## src/rtl/relu_maxpool_pkg.sv

```systemverilog
// ---------------------------------------------------------------------------
// relu_maxpool_pkg
// Shared constants for the ReLU + 2x2 max-pool stage that sits behind
// top_conv: activation widths shared with the neighbouring layers, the
// default feature-map size and the default requantization shift.
// ---------------------------------------------------------------------------
package relu_maxpool_pkg;

    // Signed conv result width (top_conv oY) and next-layer activation width
    localparam int ACT_BW_IN  = 16;
    localparam int ACT_BW_OUT = 8;

    // Default input feature-map dimensions (both must be even)
    localparam int FMAP_W     = 28;
    localparam int FMAP_H     = 28;

    // Default requantization right shift
    localparam int REQ_SHIFT  = 4;

endpackage

```

## src/rtl/relu_maxpool_if.sv

```systemverilog
// ---------------------------------------------------------------------------
// relu_maxpool_if
// Streaming bus between the conv producer and the pooling stage, plus the
// pooled output stream.
//   iY     : signed conv result, raster order
//   iValid : iY valid this cycle
//   iClear : synchronous frame realign
//   oP     : pooled, requantized activation (never negative)
//   oValid : one-cycle pulse per pooled pixel
//   oLast  : final pooled pixel of a frame (only with oValid)
// Modports: master drives the input stream and observes the output,
// slave is the pooling stage.
// ---------------------------------------------------------------------------
interface relu_maxpool_if
    import relu_maxpool_pkg::*;
#(
    parameter int BW_IN  = ACT_BW_IN,
    parameter int BW_OUT = ACT_BW_OUT
);

    logic [BW_IN-1:0]  iY;
    logic              iValid;
    logic              iClear;
    logic [BW_OUT-1:0] oP;
    logic              oValid;
    logic              oLast;

    modport master (
        output iY,
        output iValid,
        output iClear,
        input  oP,
        input  oValid,
        input  oLast
    );

    modport slave (
        input  iY,
        input  iValid,
        input  iClear,
        output oP,
        output oValid,
        output oLast
    );

endinterface

```

## src/rtl/relu_maxpool_pool_line_buf.sv

```systemverilog
// ---------------------------------------------------------------------------
// pool_line_buf
// One row of horizontal pair maxima (IMG_W/2 entries). Single address port:
// writes happen on even input rows and reads on odd rows, so a read and a
// write never target the buffer in the same cycle. Kept as its own module so
// it can be replaced by a single-port RAM macro.
//   clk   : clock, rising edge
//   we    : write enable
//   addr  : entry index (shared by read and write)
//   wdata : data to write
//   rdata : combinational read of entry addr
// Contents are intentionally not reset: every entry is rewritten on an even
// row before the following odd row reads it.
// ---------------------------------------------------------------------------
module pool_line_buf #(
    parameter int DEPTH = 14,
    parameter int DW    = 15,
    localparam int AW   = (DEPTH > 1) ? $clog2(DEPTH) : 1
)(
    input  logic          clk,
    input  logic          we,
    input  logic [AW-1:0] addr,
    input  logic [DW-1:0] wdata,
    output logic [DW-1:0] rdata
);

    logic [DW-1:0] mem_r [0:DEPTH-1];

    // Storage write port
    always_ff @(posedge clk) begin
        if (we) begin
            mem_r[addr] <= wdata;
        end
    end

    // Combinational read port
    always_comb begin
        rdata = mem_r[addr];
    end

endmodule

```

## src/rtl/relu_maxpool.sv

```systemverilog
// ---------------------------------------------------------------------------
// relu_maxpool
// ReLU, 2x2/stride-2 max pooling and requantization of one raster-ordered
// conv output channel. Output is a raster-ordered pooled map, one cycle of
// latency, with a last flag on the final pooled pixel of each frame.
//   iCLK  : clock, rising edge
//   iRSTn : asynchronous active-low reset
//   bus   : slave side of relu_maxpool_if (iY/iValid/iClear in,
//           oP/oValid/oLast out)
// iClear acts as the synchronous soft reset of the position counters and
// the horizontal hold register; it wins over a coincident iValid.
// ---------------------------------------------------------------------------
module relu_maxpool
    import relu_maxpool_pkg::*;
#(
    parameter int BW_IN  = ACT_BW_IN,
    parameter int BW_OUT = ACT_BW_OUT,
    parameter int IMG_W  = FMAP_W,
    parameter int IMG_H  = FMAP_H,
    parameter int SHIFT  = REQ_SHIFT
)(
    input  logic          iCLK,
    input  logic          iRSTn,
    relu_maxpool_if.slave bus
);

    localparam int CW = $clog2(IMG_W);
    localparam int RW = $clog2(IMG_H);
    localparam int AW = CW - 1;          // IMG_W is even, so col>>1 fits

    localparam logic [CW-1:0]     COL_LAST  = CW'(IMG_W - 1);
    localparam logic [RW-1:0]     ROW_LAST  = RW'(IMG_H - 1);
    localparam logic [CW-1:0]     COL_ONE   = CW'(1);
    localparam logic [RW-1:0]     ROW_ONE   = RW'(1);
    localparam logic [BW_OUT-1:0] OUT_MAX   = {1'b0, {(BW_OUT-1){1'b1}}};
    localparam logic [BW_IN-2:0]  SAT_LIMIT = (BW_IN-1)'(OUT_MAX);

    // Unsigned maximum of two post-ReLU values
    function automatic logic [BW_IN-2:0] umax(input logic [BW_IN-2:0] a,
                                              input logic [BW_IN-2:0] b);
        if (a > b) begin
            return a;
        end else begin
            return b;
        end
    endfunction

    logic [CW-1:0]     col_r;
    logic [RW-1:0]     row_r;
    logic [BW_IN-2:0]  hold_r;
    logic [BW_OUT-1:0] op_r;
    logic              ovalid_r;
    logic              olast_r;

    logic              accept_s;
    logic              pool_s;
    logic              last_s;
    logic              lb_we_s;
    logic [AW-1:0]     lb_addr_s;
    logic [BW_IN-2:0]  lb_rd_s;
    logic [BW_IN-2:0]  relu_s;
    logic [BW_IN-2:0]  h_s;
    logic [BW_IN-2:0]  m_s;
    logic [BW_IN-2:0]  q_s;
    logic [BW_OUT-1:0] p_s;

    // Position decode: which action the current sample triggers
    always_comb begin
        accept_s  = 1'b0;
        lb_we_s   = 1'b0;
        pool_s    = 1'b0;
        last_s    = 1'b0;
        lb_addr_s = col_r[CW-1:1];
        accept_s  = bus.iValid & ~bus.iClear;
        // Odd column closes a horizontal pair; the row parity picks store vs. pool
        lb_we_s   = accept_s & col_r[0] & ~row_r[0];
        pool_s    = accept_s & col_r[0] & row_r[0];
        last_s    = (row_r == ROW_LAST) && (col_r == COL_LAST);
    end

    // Datapath: ReLU, pair max, window max, shift and saturate
    always_comb begin
        relu_s = {(BW_IN-1){1'b0}};
        h_s    = {(BW_IN-1){1'b0}};
        m_s    = {(BW_IN-1){1'b0}};
        q_s    = {(BW_IN-1){1'b0}};
        p_s    = {BW_OUT{1'b0}};
        // Dropping the sign bit after clamping negatives leaves BW_IN-1 bits
        if (bus.iY[BW_IN-1]) begin
            relu_s = {(BW_IN-1){1'b0}};
        end else begin
            relu_s = bus.iY[BW_IN-2:0];
        end
        h_s = umax(hold_r, relu_s);
        m_s = umax(h_s, lb_rd_s);
        q_s = m_s >> SHIFT;
        if (q_s > SAT_LIMIT) begin
            p_s = OUT_MAX;
        end else begin
            p_s = q_s[BW_OUT-1:0];
        end
    end

    pool_line_buf #(
        .DEPTH (IMG_W / 2),
        .DW    (BW_IN - 1)
    ) u_line_buf (
        .clk   (iCLK),
        .we    (lb_we_s),
        .addr  (lb_addr_s),
        .wdata (h_s),
        .rdata (lb_rd_s)
    );

    // Raster position counters; advance only on accepted samples
    always_ff @(posedge iCLK or negedge iRSTn) begin
        if (!iRSTn) begin
            col_r <= {CW{1'b0}};
            row_r <= {RW{1'b0}};
        end else if (bus.iClear) begin
            col_r <= {CW{1'b0}};
            row_r <= {RW{1'b0}};
        end else if (bus.iValid) begin
            if (col_r == COL_LAST) begin
                col_r <= {CW{1'b0}};
                if (row_r == ROW_LAST) begin
                    row_r <= {RW{1'b0}};
                end else begin
                    row_r <= row_r + ROW_ONE;
                end
            end else begin
                col_r <= col_r + COL_ONE;
            end
        end else begin
            col_r <= col_r;
            row_r <= row_r;
        end
    end

    // Left element of each horizontal pair
    always_ff @(posedge iCLK or negedge iRSTn) begin
        if (!iRSTn) begin
            hold_r <= {(BW_IN-1){1'b0}};
        end else if (bus.iClear) begin
            hold_r <= {(BW_IN-1){1'b0}};
        end else if (accept_s && !col_r[0]) begin
            hold_r <= relu_s;
        end else begin
            hold_r <= hold_r;
        end
    end

    // Output registers; oP holds its last value between pulses
    always_ff @(posedge iCLK or negedge iRSTn) begin
        if (!iRSTn) begin
            op_r     <= {BW_OUT{1'b0}};
            ovalid_r <= 1'b0;
            olast_r  <= 1'b0;
        end else if (pool_s) begin
            op_r     <= p_s;
            ovalid_r <= 1'b1;
            olast_r  <= last_s;
        end else begin
            op_r     <= op_r;
            ovalid_r <= 1'b0;
            olast_r  <= 1'b0;
        end
    end

    assign bus.oP     = op_r;
    assign bus.oValid = ovalid_r;
    assign bus.oLast  = olast_r;

endmodule

```

## src/flat_wrapper.sv

```systemverilog
// flat-port wrapper written by rule: the top's interface ports become plain ports
module relu_maxpool_flat import relu_maxpool_pkg::*;
#(
    parameter int BW_IN  = ACT_BW_IN,
    parameter int BW_OUT = ACT_BW_OUT,
    parameter int IMG_W  = FMAP_W,
    parameter int IMG_H  = FMAP_H,
    parameter int SHIFT  = REQ_SHIFT
)
  (iCLK, iRSTn, bus_iY, bus_iValid, bus_iClear, bus_oP, bus_oValid, bus_oLast);
  relu_maxpool_if #(.BW_IN(BW_IN), .BW_OUT(BW_OUT)) bus_i ();
  input  logic iCLK;
  input  logic iRSTn;
  input wire logic [$bits(bus_i.iY)-1:0] bus_iY;
  input wire logic [$bits(bus_i.iValid)-1:0] bus_iValid;
  input wire logic [$bits(bus_i.iClear)-1:0] bus_iClear;
  output wire logic [$bits(bus_i.oP)-1:0] bus_oP;
  output wire logic [$bits(bus_i.oValid)-1:0] bus_oValid;
  output wire logic [$bits(bus_i.oLast)-1:0] bus_oLast;
  assign bus_i.iY = bus_iY;
  assign bus_i.iValid = bus_iValid;
  assign bus_i.iClear = bus_iClear;
  assign bus_oP = bus_i.oP;
  assign bus_oValid = bus_i.oValid;
  assign bus_oLast = bus_i.oLast;
  relu_maxpool #(.BW_IN(BW_IN), .BW_OUT(BW_OUT), .IMG_W(IMG_W), .IMG_H(IMG_H), .SHIFT(SHIFT)) u_core (.iCLK(iCLK), .iRSTn(iRSTn), .bus(bus_i));
endmodule
```

## config.mk

```make
export PLATFORM = sky130hd
export DESIGN_NAME = relu_maxpool_flat
export DESIGN_NICKNAME = d
export VERILOG_FILES = /design/src/rtl/relu_maxpool_pkg.sv /design/src/rtl/relu_maxpool_if.sv /design/src/rtl/relu_maxpool_pool_line_buf.sv /design/src/rtl/relu_maxpool.sv /design/src/flat_wrapper.sv
export SDC_FILE = /design/constraint.sdc
export NUM_CORES = 1
export LEC_CHECK = 0
export BUFFER_PORTS_ARGS = -buffer_cell sky130_fd_sc_hd__buf_2
export CELL_PAD_IN_SITES_DETAIL_PLACEMENT = 0
export CELL_PAD_IN_SITES_GLOBAL_PLACEMENT = 2
export CORE_MARGIN = 3
export CORE_UTILIZATION = 49
export CTS_BUF_LIST = sky130_fd_sc_hd__clkbuf_8
export CTS_CLUSTER_DIAMETER = 120
export CTS_CLUSTER_SIZE = 20
export DETAILED_ROUTE_END_ITERATION = 16
export PLACE_DENSITY_LB_ADDON = 0.1
export SLEW_MARGIN = 20
export SYNTH_ARGS = -nofsm -noshare
export SYNTH_HDL_FRONTEND = slang
export SYNTH_HIERARCHICAL = 1
export SYNTH_SLANG_ARGS = --single-unit
export TNS_END_PERCENT = 20
```

## constraint.sdc

```tcl
create_clock -name iCLK -period 4.6 [get_ports iCLK]
set_clock_uncertainty 0.1 [all_clocks]
set_input_delay 0.46 -clock iCLK [delete_from_list [all_inputs] [get_ports iCLK]]
set_output_delay 0.46 -clock iCLK [all_outputs]
set_load 0.02 [all_outputs]
```

==> flow_metrics.tcl, run 1 <==
set metrics [dict create \
    fillCellCount 1698 \
    place_congestion 0.839 \
    slowest_delay_ns 0.58 \
    avgSynthCellArea_um2 16.2 \
    cts_tree "yes" \
    synth_ff_type "edfxtp_1" \
    grt_pass1_wl_um 36700 \
    cap_viol_max_count 0 \
    synth_top_area_frac 0.583 \
    ir_drop_mv 0.200 \
    synthToLayoutAreaGrowth_pct 8.86 \
    report.final.slew_viol_count 0 \
    yosys-top-cells-count "210 x edfxtp_1, 45 x mux4_2, 43 x o21ai_0, 35 x dfrtp_1, 34 x inv_1" \
    synth_top_area_cell "edfxtp_1" \
    antenna_found_initial 0 \
    rows 53 \
    numPortBuffers 29 \
    startpoint_type "flip-flop" \
    stdcell_area_um2 11800 \
    drc 0 \
    dp_hpwl_um 15800 \
    path_buf_inv 1 \
    clock_latency_ns 0.54 \
    initial_core_util 0.506 \
    end_kind "flip-flop" \
    yosysUniqueCellTypes 50 \
    p_per_area_nw_per_um2 341 \
    multiInputGateArea_um2 3310 \
    yosys_warnings 6 \
    n_antenna_cell 0 \
    critPathTopFamily "compound AO/OA/AOI/OAI gates" \
    use_met1 0.279 \
    period_share 0.925 \
    ys_ff_latch 245 \
    drive_gt1_frac 0.228 \
    tightest_slew_ns 1.02 \
    cp_cell_sequence "ha_1 -> a41o_1 -> a21oi_1 -> o21a_1 -> a21oi_4 -> o21ai_0 -> ha_1 -> a21oi_1 -> o21ai_0 -> buf_4 -> nor3_1 -> a21oi_2 -> o221ai_2 -> o211ai_1" \
    cts_max_level 1 \
    grt_use_met2 0.343 \
    status "completed" \
    cts-root-buf "clkbuf_8" \
    antenna_left 0 \
    hold_viol 0 \
    final_util 0.551 \
    setup_viol 0 \
    grt_pass1_vias 6314 \
    seq_area_um2 7190 \
    vias 6019 \
    first_iter_violations 423 \
    die_area_um2 23900 \
    timing.fmax_mhz 235 \
    slew_headroom 0.320 \
    vias_per_cell 5.94 \
    ys_seq_area_frac 0.664 \
    synth-edff-count 210 \
    hold_ws_ns 0.141 \
    placed_area_um2 11500 \
    cts.sink_count 245 \
    synth_nets 721 \
    critPathRequiredTime_ns 4.89 \
    tns_ns 0 \
    criticalPathCategory "flip-flop to flip-flop" \
    grt.busiest_layer "met2" \
    ioPinCount 30 \
    cts_resized 0 \
    synth_async_sr_flop_share 0.143 \
    cts_inserted_buffers 16 \
    clk_pin_slew_worst_paths_ns 0.13 \
    die_x_um 155 \
    rsz0062_at_grt "false" \
    yosys-top-cells-area "edfxtp_1 58%, mux4_2 9.4%, dfrtp_1 8.1%" \
    fp.dieH_um 155 \
    dr.pass1.iters 4 \
    overflow 0 \
    core-area_um2 21400 \
    period_needed_ns 4.25 \
    critPathMaxFanout 9 \
    grtUsageTotal 0.202 \
    met3_usage 0.0299 \
    wl_um 23500 \
    final_net_count 780 \
    syn-instance-count 669 \
    slowest_stage "o21ai_0" \
    grt_max_degree 36 \
    leakage_nw 4.16 \
    wire_per_inst_um 23.2 \
    synth_area_um2 10800 \
    cp.arrival_ns 4.54 \
    post-synth-top-count-cell "edfxtp_1" \
    hp-class "input port to flip-flop" \
    cts_buffer_depth 3 \
]
-- sequential cells by signal, indices dropped and copies added, names as in the netlist --
signal / flops
u_core/hold_r: 15
u_core/bus.oP: 8
u_core/u_line_buf/mem_r: 210
u_core/bus.oLast: 1
u_core/bus.oValid: 1
u_core/row_r: 5
u_core/col_r: 5
-- layout by cell type (no fill, tap or decap), types with 3 or more instances in the layout --
| master | synthesis | final |
|---|---|---|
| mux4_2 | 45 | 45 |
| mux2i_1 | 26 | 26 |
| nand3_1 | 6 | 6 |
| nand2b_1 | 20 | 20 |
| clkbuf_8 | 0 | 17 |
| nor3_2 | 0 | 4 |
| inv_1 | 34 | 44 |
| a211oi_1 | 3 | 3 |
| edfxtp_1 | 210 | 210 |
| nor2b_1 | 4 | 4 |
| nor3_1 | 7 | 3 |
| dfrtp_1 | 35 | 33 |
| nor2_1 | 21 | 21 |
| ha_1 | 32 | 32 |
| nand4_1 | 6 | 6 |
| buf_2 | 9 | 29 |
| nand2_1 | 17 | 17 |
| buf_4 | 7 | 42 |
| o21ai_0 | 43 | 43 |
| mux2_2 | 16 | 16 |
| o211ai_1 | 9 | 9 |
| a2bb2oi_1 | 7 | 7 |
| a21oi_1 | 30 | 30 |
| nand3b_1 | 20 | 20 |
| o22ai_1 | 15 | 15 |
-- per-stage QoR --
stage          cells  setup slack [ns]  total power [mW]
2_1_floorplan    669             0.353              2.87
3_3_place_gp     984             0.160              3.02
3_5_place_dp     984          -0.00268              3.04
4_1_cts         1013             0.437              4.06
5_1_grt         1013            0.0932              4.19
6_report        1013             0.346              4.01
-- path summary, 6_finish.rpt --
kind	start	end	slack (ns)	cells past startpoint
max reg2reg	u_core/hold_r[9]	u_core/bus.oP[2]	0.35	14
max	u_core/hold_r[9]	u_core/bus.oP[2]	0.35	14
min reg2reg	u_core/bus.oP[7]	u_core/bus.oP[7]	0.40	1
max in group asynchronous	iRSTn	u_core/col_r[1]	3.30	2
min in group asynchronous	iRSTn	u_core/hold_r[12]	0.44	2
min	bus_iY[3]	u_core/hold_r[3]	0.14	3
-- logic make-up (layout without fill, tap and decap cells) --
| family | count (synthesis) | in the layout | share of synthesized area |
|---|---|---|---|
| flip-flops | 245 | 245 | 0.664 |
| AO/OA/AOI/OAI | 121 | 121 | 0.0684 |
| AND/OR/NAND/NOR | 117 | 117 | 0.0647 |
| multiplexers | 87 | 87 | 0.134 |
| buffers and inverters | 67 | 136 | 0.0311 |
| adder cells (fa/ha/maj) | 32 | 32 | 0.0370 |
-- timing repair --
action / 4_1_cts / 5_1_grt
buffers inserted: 0 / 0
hold buffers: 1 / 0
hold endpoints to repair: 35 / 0
-- worst reg2reg max path, cell delays in order (launching register included) --
cell and delay [ns]:
dfrtp_1 0.43, ha_1 0.34, a41o_1 0.22, a21oi_1 0.24
o21a_1 0.23, a21oi_4 0.10, o21ai_0 0.58, ha_1 0.38
a21oi_1 0.14, o21ai_0 0.16, buf_4 0.19, nor3_1 0.29
a21oi_2 0.17, o221ai_2 0.35, o211ai_1 0.20
-- layout make-up --
class                           count  area share
Clock buffer                       17      0.0199
Clock inverter                     11     0.00457
Inverter                           34      0.0108
Multi-Input combinational cell    357       0.281
Sequential cell                   245       0.611
Tap cell                          275      0.0292
Timing Repair Buffer               74      0.0434
-- report_power, final --
group | internal, mW | switching (mW) | leakage [nW]
clock network | 0.356 | 0.669 | 0.183
logic | 0.187 | 0.276 | 1.60
registers | 2.48 | 0.0427 | 2.38
total | 3.02 | 0.988 | 4.16
-- metal layers --
layer,up-vias,wire length (µm)
met1,3104,10000
met2,149,11800
met3,31,1170
met4,0,429
li1,2735,-
met5,-,0
Power figures use the tool's default switching activity.
==> run 2: changes to the inputs <==
- CORE_UTILIZATION: 49 -> 44
- clock period: 4.6 -> 3.65 ns (I/O delays scaled with it)
==> run 2 against run 1 <==
Critical path depth increased by 3. Combinational power increased by 52%. Via count increased by 3.0%. Largest power group unchanged. Global-route usage decreased by 1.4 points.
==> flow_metrics.tcl, run 2 (synthesis gave the netlist of run 1 again) <==
set metrics [dict create \
    status "completed" \
    dp_hpwl_um 17200 \
    finalPower_mw 5.14 \
    hp-class "input port to flip-flop" \
    ir_drop_mv 0.212 \
    cap_viol_max_count 0 \
    setup_viol 0 \
    synthToLayoutAreaGrowth_pct 15.7 \
    mostFrequentLayoutCells "210 x edfxtp_1, 85 x buf_4, 45 x mux4_2" \
    p_per_area_nw_per_um2 411 \
    cts_max_level 1 \
    cts.sink_count 245 \
    critPathMaxFanout 8 \
    top_register "u_core/u_line_buf/mem_r" \
    ioPinCount 30 \
    final_net_count 829 \
    clock_latency_ns 0.52 \
    place_congestion 0.841 \
    numPortBuffers 29 \
    hold_viol 0 \
    core-area_um2 23800 \
    leakage_nw 4.42 \
    startpoint_type "flip-flop" \
    grt_pass1_vias 6616 \
    initial_core_util 0.454 \
    fp.dieH_um 163 \
    timing.fmax_mhz 275 \
    overflow 0 \
    vias_per_cell 5.64 \
    die_area_um2 26500 \
    antenna_found_initial 0 \
    drive_gt1_frac 0.334 \
    cts_tree "yes" \
    n_antenna_cell 0 \
    drc 0 \
    cts-root-buf "clkbuf_8" \
    grt_pass1_wl_um 38000 \
    antenna_left 0 \
    rows 56 \
    placed_area_um2 12100 \
    r2r_slack_ns 0.02 \
    grt_max_degree 36 \
    dr.pass1.iters 5 \
    period_share 0.995 \
    first_iter_violations 407 \
    layout_commonest_cell "edfxtp_1" \
    slew_headroom 0.323 \
    largest_register_ffs 210 \
    critPathRequiredTime_ns 3.94 \
    wl_um 24500 \
    cts_inserted_buffers 16 \
    cp.arrival_ns 3.93 \
    die_x_um 163 \
    criticalPathCategory "flip-flop to flip-flop" \
    report.final.slew_viol_count 0 \
    final_util 0.525 \
    tightest_slew_ns 1.02 \
    cts_buffer_depth 3 \
    end_kind "flip-flop" \
    wire_per_inst_um 22.2 \
    grtUsageTotal 0.188 \
    vias 6201 \
    period_needed_ns 3.63 \
    clk_pin_slew_worst_paths_ns 0.13 \
    rsz0062_at_grt "true" \
    stdcell_area_um2 12500 \
]
==> run 2: cell types whose count changed in the layout (fill, tap and decap cells not counted), sizes merged <==
cell,before,now
inv,45,39
buf,73,122
==> run 2: power by group <==
group / internal, mW / switching, mW / total [mW]
clock network: 0.441 / 0.819 / 1.26
logic: 0.309 / 0.395 / 0.703
registers: 3.12 / 0.0522 / 3.18
total: 3.87 / 1.27 / 5.14
==> run 2: worst paths after layout <==
path,startpoint,endpoint,depth (start not counted)
max,u_core/hold_r[4],u_core/bus.oP[6],17
min,bus_iValid,u_core/col_r[0],3
max reg2reg,u_core/hold_r[4],u_core/bus.oP[6],17
min reg2reg,u_core/bus.oP[7],u_core/bus.oP[7],1
max in group asynchronous,iRSTn,u_core/col_r[1],2
min in group asynchronous,iRSTn,u_core/hold_r[10],2
==> run 2: cell type report <==
| class | instances | area [µm²] |
|---|---|---|
| multi-input combinational | 357 | 3610 |
| inverter | 34 | 128 |
| fill | 1998 | 11300 |
| tap | 319 | 399 |
| timing repair buffer | 123 | 921 |
| sequential | 245 | 7190 |
| clock inverter | 5 | 31.3 |
| clock buffer | 17 | 234 |
==> run 2: what timing repair did <==
item,in CTS,in global routing
endpoints found under the hold margin,35,0
setup buffers,2,4
gates resized for setup,6,16
gates cloned,0,1
pin swaps,2,5
hold buffers,1,0
setup endpoints to repair,7,7
==> run 2: metal layers <==
layer,part of all wire,vias to the layer above,wire [µm],track usage
li1,-,2824,-,-
met2,0.50,155,12100,0.323
met5,0,-,0,0
met1,0.44,3188,10700,0.257
met4,0.020,0,479,0.0408
met3,0.046,34,1130,0.0277
==> run 2: critical path, cell delays in order, from the launching register on <==
cell and delay [ns]:
dfrtp_2 0.46, ha_4 0.29, nand4_4 0.11, buf_4 0.16
nor4_4 0.33, a21oi_4 0.10, buf_4 0.15, buf_4 0.17
nand2_2 0.09, o21ai_4 0.08, ha_1 0.31, a21oi_1 0.09
o21ai_2 0.20, mux2i_1 0.12, a21oi_2 0.23, buf_6 0.16
a2bb2oi_1 0.20, o211ai_1 0.12
==> run 2: metrics by stage <==
stage | cells | setup slack (ns) | TNS [ns] | hold slack (ns)
after floorplan | 669 | -0.0103 | -0.0644 | -0.0306
after global placement | 1070 | -0.290 | -2.00 | 0.363
after detailed placement | 1070 | -0.371 | -2.49 | 0.368
after CTS | 1095 | 0.000642 | 0 | 0.0883
after global routing | 1100 | -0.147 | -0.909 | 0.112
final | 1100 | 0.0165 | 0 | 0.120
